**src/rtl/fetch_pkg.sv**
```systemverilog
// rtl/fetch_pkg.sv - shared widths and NOP encoding for the fetch stage
package fetch_pkg;

    localparam int DEF_ADDR_W  = 10;
    localparam int DEF_INSTR_W = 16;

    localparam logic [5:0]  NOP_OPCODE = 6'b111000;
    localparam logic [15:0] NOP_WORD   = {NOP_OPCODE, 10'b0};

endpackage

```
**src/rtl/fetch_fifo.sv**
```systemverilog
// rtl/fetch_fifo.sv - synchronous FIFO with flush, used as the prefetch queue
module fetch_fifo
    import fetch_pkg::*;
#(
    parameter int WIDTH = DEF_INSTR_W + DEF_ADDR_W,
    parameter int DEPTH = 4
) (
    input  logic                         clk,
    input  logic                         reset,
    input  logic                         flush,
    input  logic                         push,
    input  logic [WIDTH-1:0]             push_data,
    input  logic                         pop,
    output logic [$clog2(DEPTH+1)-1:0]   count,
    output logic                         full,
    output logic                         empty,
    output logic [WIDTH-1:0]             head
);

    localparam int PW = (DEPTH > 1) ? $clog2(DEPTH) : 1;
    localparam int CW = $clog2(DEPTH + 1);

    logic [WIDTH-1:0] mem [DEPTH];
    logic [PW-1:0]    wr_ptr;
    logic [PW-1:0]    rd_ptr;
    logic             do_push;
    logic             do_pop;

    // Pointers wrap explicitly so DEPTH need not be a power of two.
    function automatic logic [PW-1:0] ptr_inc(input logic [PW-1:0] p);
        return (p == PW'(DEPTH - 1)) ? '0 : p + PW'(1);
    endfunction

    assign full    = (count == CW'(DEPTH));
    assign empty   = (count == '0);
    assign head    = mem[rd_ptr];
    assign do_pop  = pop && !empty;
    assign do_push = push && (!full || do_pop);

    always_ff @(posedge clk) begin
        if (reset || flush) begin
            wr_ptr <= '0;
            rd_ptr <= '0;
            count  <= '0;
        end else begin
            if (do_push) begin
                wr_ptr <= ptr_inc(wr_ptr);
            end
            if (do_pop) begin
                rd_ptr <= ptr_inc(rd_ptr);
            end
            if (do_push && !do_pop) begin
                count <= count + CW'(1);
            end else if (!do_push && do_pop) begin
                count <= count - CW'(1);
            end
        end
    end

    always_ff @(posedge clk) begin
        if (!reset && !flush && do_push) begin
            mem[wr_ptr] <= push_data;
        end
    end

    always_ff @(posedge clk) begin
        if (!reset && !flush) begin
            assert (!(push && full && !pop));
        end
    end

endmodule

```
**src/rtl/ifetch_queue.sv**
```systemverilog
// rtl/ifetch_queue.sv - PC, credit-based issue to 1-cycle imem, prefetch queue, redirect
module ifetch_queue
    import fetch_pkg::*;
#(
    parameter int                ADDR_W   = DEF_ADDR_W,
    parameter int                INSTR_W  = DEF_INSTR_W,
    parameter int                DEPTH    = 4,
    parameter logic [ADDR_W-1:0] RESET_PC = '0
) (
    input  logic               clk,
    input  logic               reset,
    input  logic               br_taken,
    input  logic [ADDR_W-1:0]  br_dir,
    output logic               mem_req,
    output logic [ADDR_W-1:0]  mem_addr,
    input  logic [INSTR_W-1:0] mem_rdata,
    output logic               dec_valid,
    input  logic               dec_ready,
    output logic [INSTR_W-1:0] dec_instr,
    output logic [ADDR_W-1:0]  dec_pc,
    output logic [ADDR_W-1:0]  dec_pc_next
);

    localparam int EW = INSTR_W + ADDR_W;
    localparam int CW = $clog2(DEPTH + 1);

    logic [ADDR_W-1:0]  pc;
    logic               inflight;
    logic [ADDR_W-1:0]  inflight_pc;
    logic [ADDR_W-1:0]  hold_pc;
    logic [ADDR_W-1:0]  hold_pc_next;

    logic [CW-1:0]      fifo_count;
    logic               fifo_full;
    logic               fifo_empty;
    logic [EW-1:0]      fifo_head;
    logic               push;
    logic               pop;
    logic [CW:0]        occupancy;
    logic               issue;

    logic [INSTR_W-1:0] head_instr;
    logic [ADDR_W-1:0]  head_pc;
    logic [ADDR_W-1:0]  head_pc_next;

    // Entries carry the successor PC; the head PC is recovered by subtracting one.
    assign head_instr   = fifo_head[EW-1:ADDR_W];
    assign head_pc_next = fifo_head[ADDR_W-1:0];
    assign head_pc      = head_pc_next - ADDR_W'(1);

    // Credit: a request is only issued if its response is guaranteed a slot.
    assign occupancy = {1'b0, fifo_count} + (CW+1)'(inflight);
    assign issue     = !reset && !br_taken && (occupancy < (CW+1)'(DEPTH));

    assign mem_req   = issue;
    assign mem_addr  = pc;

    assign push      = inflight && !br_taken;
    assign pop       = dec_valid && dec_ready;

    fetch_fifo #(
        .WIDTH (EW),
        .DEPTH (DEPTH)
    ) u_fifo (
        .clk       (clk),
        .reset     (reset),
        .flush     (br_taken),
        .push      (push),
        .push_data ({mem_rdata, inflight_pc + ADDR_W'(1)}),
        .pop       (pop),
        .count     (fifo_count),
        .full      (fifo_full),
        .empty     (fifo_empty),
        .head      (fifo_head)
    );

    always_ff @(posedge clk) begin
        if (reset) begin
            pc           <= RESET_PC;
            inflight     <= 1'b0;
            inflight_pc  <= '0;
            hold_pc      <= '0;
            hold_pc_next <= '0;
        end else begin
            if (!fifo_empty) begin
                hold_pc      <= head_pc;
                hold_pc_next <= head_pc_next;
            end
            if (br_taken) begin
                pc       <= br_dir;
                inflight <= 1'b0;
            end else begin
                inflight <= issue;
                if (issue) begin
                    pc          <= pc + ADDR_W'(1);
                    inflight_pc <= pc;
                end
            end
        end
    end

    always_ff @(posedge clk) begin
        if (!reset && push) begin
            assert (!fifo_full || dec_ready);
        end
    end

    // Empty queue shows a NOP while the PC outputs keep the last head seen.
    assign dec_valid   = !fifo_empty;
    assign dec_instr   = fifo_empty ? INSTR_W'(NOP_WORD) : head_instr;
    assign dec_pc      = fifo_empty ? hold_pc      : head_pc;
    assign dec_pc_next = fifo_empty ? hold_pc_next : head_pc_next;

endmodule

```
**config.mk**
```make
export PLATFORM = sky130hd
export DESIGN_NAME = ifetch_queue
export DESIGN_NICKNAME = d
export VERILOG_FILES = /design/src/rtl/fetch_pkg.sv /design/src/rtl/fetch_fifo.sv /design/src/rtl/ifetch_queue.sv
export SDC_FILE = /design/constraint.sdc
export NUM_CORES = 1
export LEC_CHECK = 0
export BUFFER_PORTS_ARGS = -buffer_cell sky130_fd_sc_hd__buf_2
export CORE_UTILIZATION = 40
export CTS_BUF_LIST = sky130_fd_sc_hd__clkbuf_8
export DETAILED_ROUTE_END_ITERATION = 7
export HOLD_SLACK_MARGIN = 0.06
export SKIP_LAST_GASP = 1
export SYNTH_ARGS = -nofsm -noshare
export SYNTH_HDL_FRONTEND = slang
export SYNTH_SLANG_ARGS = --single-unit
```
**constraint.sdc**
```tcl
create_clock -name clk -period 2.4 [get_ports clk]
set_clock_uncertainty 0.2 [all_clocks]
set_input_delay 0.48 -clock clk [delete_from_list [all_inputs] [get_ports clk]]
set_output_delay 0.48 -clock clk [all_outputs]
set_load 0.005 [all_outputs]
```
==> qor.txt <==
crit-path max FO - 7
crit path time final - 3.12 ns
first-pass GRT wire length - 20.8 mm
failing checks - negative setup slack
H-tree depth - 4
final worst-path cycle share - 130%
dpl cells - 765
R2R depth - 9
fillers - 1,331
Hold Vio Cnt, Final - 0
Clock Sinks - 154
Final WS setup - -0.721 ns
CP Cell Sequence - mux4_2 > nor4_4 > buf_4 > nand3b_1 > mux2i_2 > nor2_1 > buf_2
Bufs and invs on worst path - 2
area grow syn2layout - 27.3%
Post-synth EDFFs - 104
internal power - 4.05 mW
setup slack at placement - -0.398 ns
worst hold stages - 3
critical path's top delay family - multiplexers
Lkg Pwr - 3.06 nW
CP required - 1.72 ns
port bufs - 77
CTS Buf Count - 17
clk buf depth - 2
Synth Warn # - 0
Overall Power - 5.25 mW
maximum clock rate - 0.320 GHz
Finished Layout Cells - 831
DR pass1 iterations - 4
CP Launch Type - register
Switching Share - 22.8%
row count - 45
post-synth top area share - 49.4%
clk_lat worst skew - 0.46 ns
Die Y - 128 um
max-slew violation count - 0
antenna violations before repair - 0
largest net degree at the start of global routing - 45
status - complete, but fails checks
Clock power frac - 34.3%
TritonCTS clock tree - done
WP depth - 7
vias in the first global route - 4,074
Flop pwr share - 55.5%
DP HPWL - 8.61 mm
Max-slew headroom - 49.9%
Total GRT Usage - 17.1%
WL per Instance - 15.6 um
drt total wl - 13.0 mm
Seq/Total Area, Yosys - 65.2%
layout net count - 647
Final Util - 52.5%
DR vias/cell - 4.89
final setup fails - 36
Die ar. - 16,300 um2
Die X - 128 um
prevailing post-synth register cell - edfxtp_1
Comb pwr share - 10.2%
Syn Inst Count - 465
root buf cell - clkbuf_8
max_cap viols - 0
worst hold path type - in2reg
Synth Register Bits - 154
total number of vias - 4,063
CP Class - reg2out
post-synth net total - 505
critical path's slowest cell - mux4_2
Clk pin slew, worst setup/hold paths - 0.08 ns
Initial Util - 41.3%
post-route ant nets - 0
GPL Wtd Cong - 0.789
slowest stage delay, CP - 0.55 ns
switching pwr - 1.20 mW
core area - 15,300 um2
Peak VDD IR - 389 uV
Synth area leaders - edfxtp_1 49%, dfxtp_1 16%, mux4_2 7.8%
endpoint type of the worst setup path - primary output
leading area contributor after synthesis - edfxtp_1
Overflow after GRT - 0
asr flop ratio synth - 0%
pwr dens - 653 nW/um2
DRC - 0
ant diodes - 0
Avg Synthesized Cell Area - 13.6 um2
Cell variety after synth - 46
mapped cell area - 6320 um2
Setup TNS Final - -13.06 ns
RSZ-0062 raised after global routing - true
CP arrival - 2.44 ns
I/O Pins - 78
layout cells sized above 1 - 36.5%
Initial DRC Count - 195
Worst-Margin Slew - 0.751 ns
synth_stat cells, types with 4 or more instances:
library cell and n:
nand4_1 6, edfxtp_1 104, inv_1 13, xor2_1 10, and2_1 24, xnor2_1 5
nand2_1 66, mux4_2 22, a31oi_1 6, nor3_1 8, mux4_1 4, or2_2 5
o21ai_0 9, ha_1 9, nand3_1 6, nor2_1 27, clkbuf_1 16, a21oi_1 33
dfxtp_1 50
tightest hold or removal path: stages:
cell,delay (ns)
buf_2,0.10
nand2_1,0.06
a31oi_1,0.06
final cells by class:
| cell class | instances | area [um2] | area share (%) |
|---|---|---|---|
| sequential | 154 | 4130 | 51.3 |
| multi-input combinational | 275 | 2190 | 27.2 |
| timing repair buffer | 144 | 1040 | 12.9 |
| tap | 211 | 264 | 3.28 |
| clock buffer | 18 | 248 | 3.08 |
| clock inverter | 14 | 118 | 1.46 |
| inverter | 15 | 57.6 | 0.715 |
state kept, by name (all words and copies together), names as in the netlist, named ones only:
register       cells
inflight           1
inflight_pc       10
mem_addr          10
u_fifo.wr_ptr      2
hold_pc_next      10
u_fifo.rd_ptr      2
u_fifo.mem       104
hold_pc           10
u_fifo.count       3
per-layer routing:
metal | global-route usage, % | share of wire (%) | routed length (um)
met1 | 21.5 | 45 | 5830
met2 | 28.0 | 49 | 6420
met3 | 4.05 | 3.7 | 486
met4 | 7.89 | 1.9 | 243
met5 | 0 | 0 | 0
metrics by stage:
stage,area [um2],hold WS [ns]
after floorplan,6360,0.240
after global placement,7170,0.250
after detailed placement,7170,0.256
after CTS,7960,0.0660
after global routing,8050,0.0988
final,8050,0.0909
path summary, 6_finish.rpt:
check / slack, ns / from / end
hold / removal: 0.09 / br_dir[6] / mem_addr[6]
setup reg to reg: 0.09 / u_fifo.count[1] / u_fifo.count[2]
setup / recovery: -0.72 / register / dec_pc[7]
hold reg to reg: 0.26 / hold_pc_next[8] / hold_pc_next[8]
cells by family (layout without fill, tap and decap cells):
family | Yosys count | count (layout) | synth area share (%)
AND/OR/NAND/NOR | 156 | 156 | 12.0
flip-flops | 154 | 154 | 65.2
AO/OA/AOI/OAI | 65 | 65 | 6.22
buffers and inverters | 36 | 191 | 2.41
multiplexers | 29 | 29 | 9.98
XOR/XNOR | 15 | 15 | 2.08
adder cells (fa/ha/maj) | 10 | 10 | 2.10
timing repair:
action,in CTS,in global routing
hold buffers,18,0
setup endpoints to repair,37,141
hold endpoints to repair,66,0
setup buffers,15,9
resized for setup,44,26
pin swaps,12,5
cells in the final DEF, fill, tap and decap left out, types with 6 or more instances in the layout:
cell type	n
a21oi_1	31
and2_1	18
buf_2	77
buf_4	31
buf_6	14
clkbuf_8	18
clkinv_2	7
dfxtp_1	46
dlygate4sd3_1	18
edfxtp_1	104
ha_1	7
inv_1	16
mux4_2	26
nand2_1	57
nand3_1	6
nand4_1	6
nor2_1	26
nor3_1	7
o21ai_0	7
xor2_1	7
power by group through the flow:
stage | sequential [mW] | clock (mW) | combinational, mW
floorplan | 2.96 | 0 | 0.257
global placement | 2.97 | 0 | 0.456
CTS | 2.91 | 1.85 | 0.519
global route | 2.92 | 1.94 | 0.597
finish | 2.91 | 1.80 | 0.535
detailed placement | 2.97 | 0 | 0.465
Power figures use the tool's default switching activity.
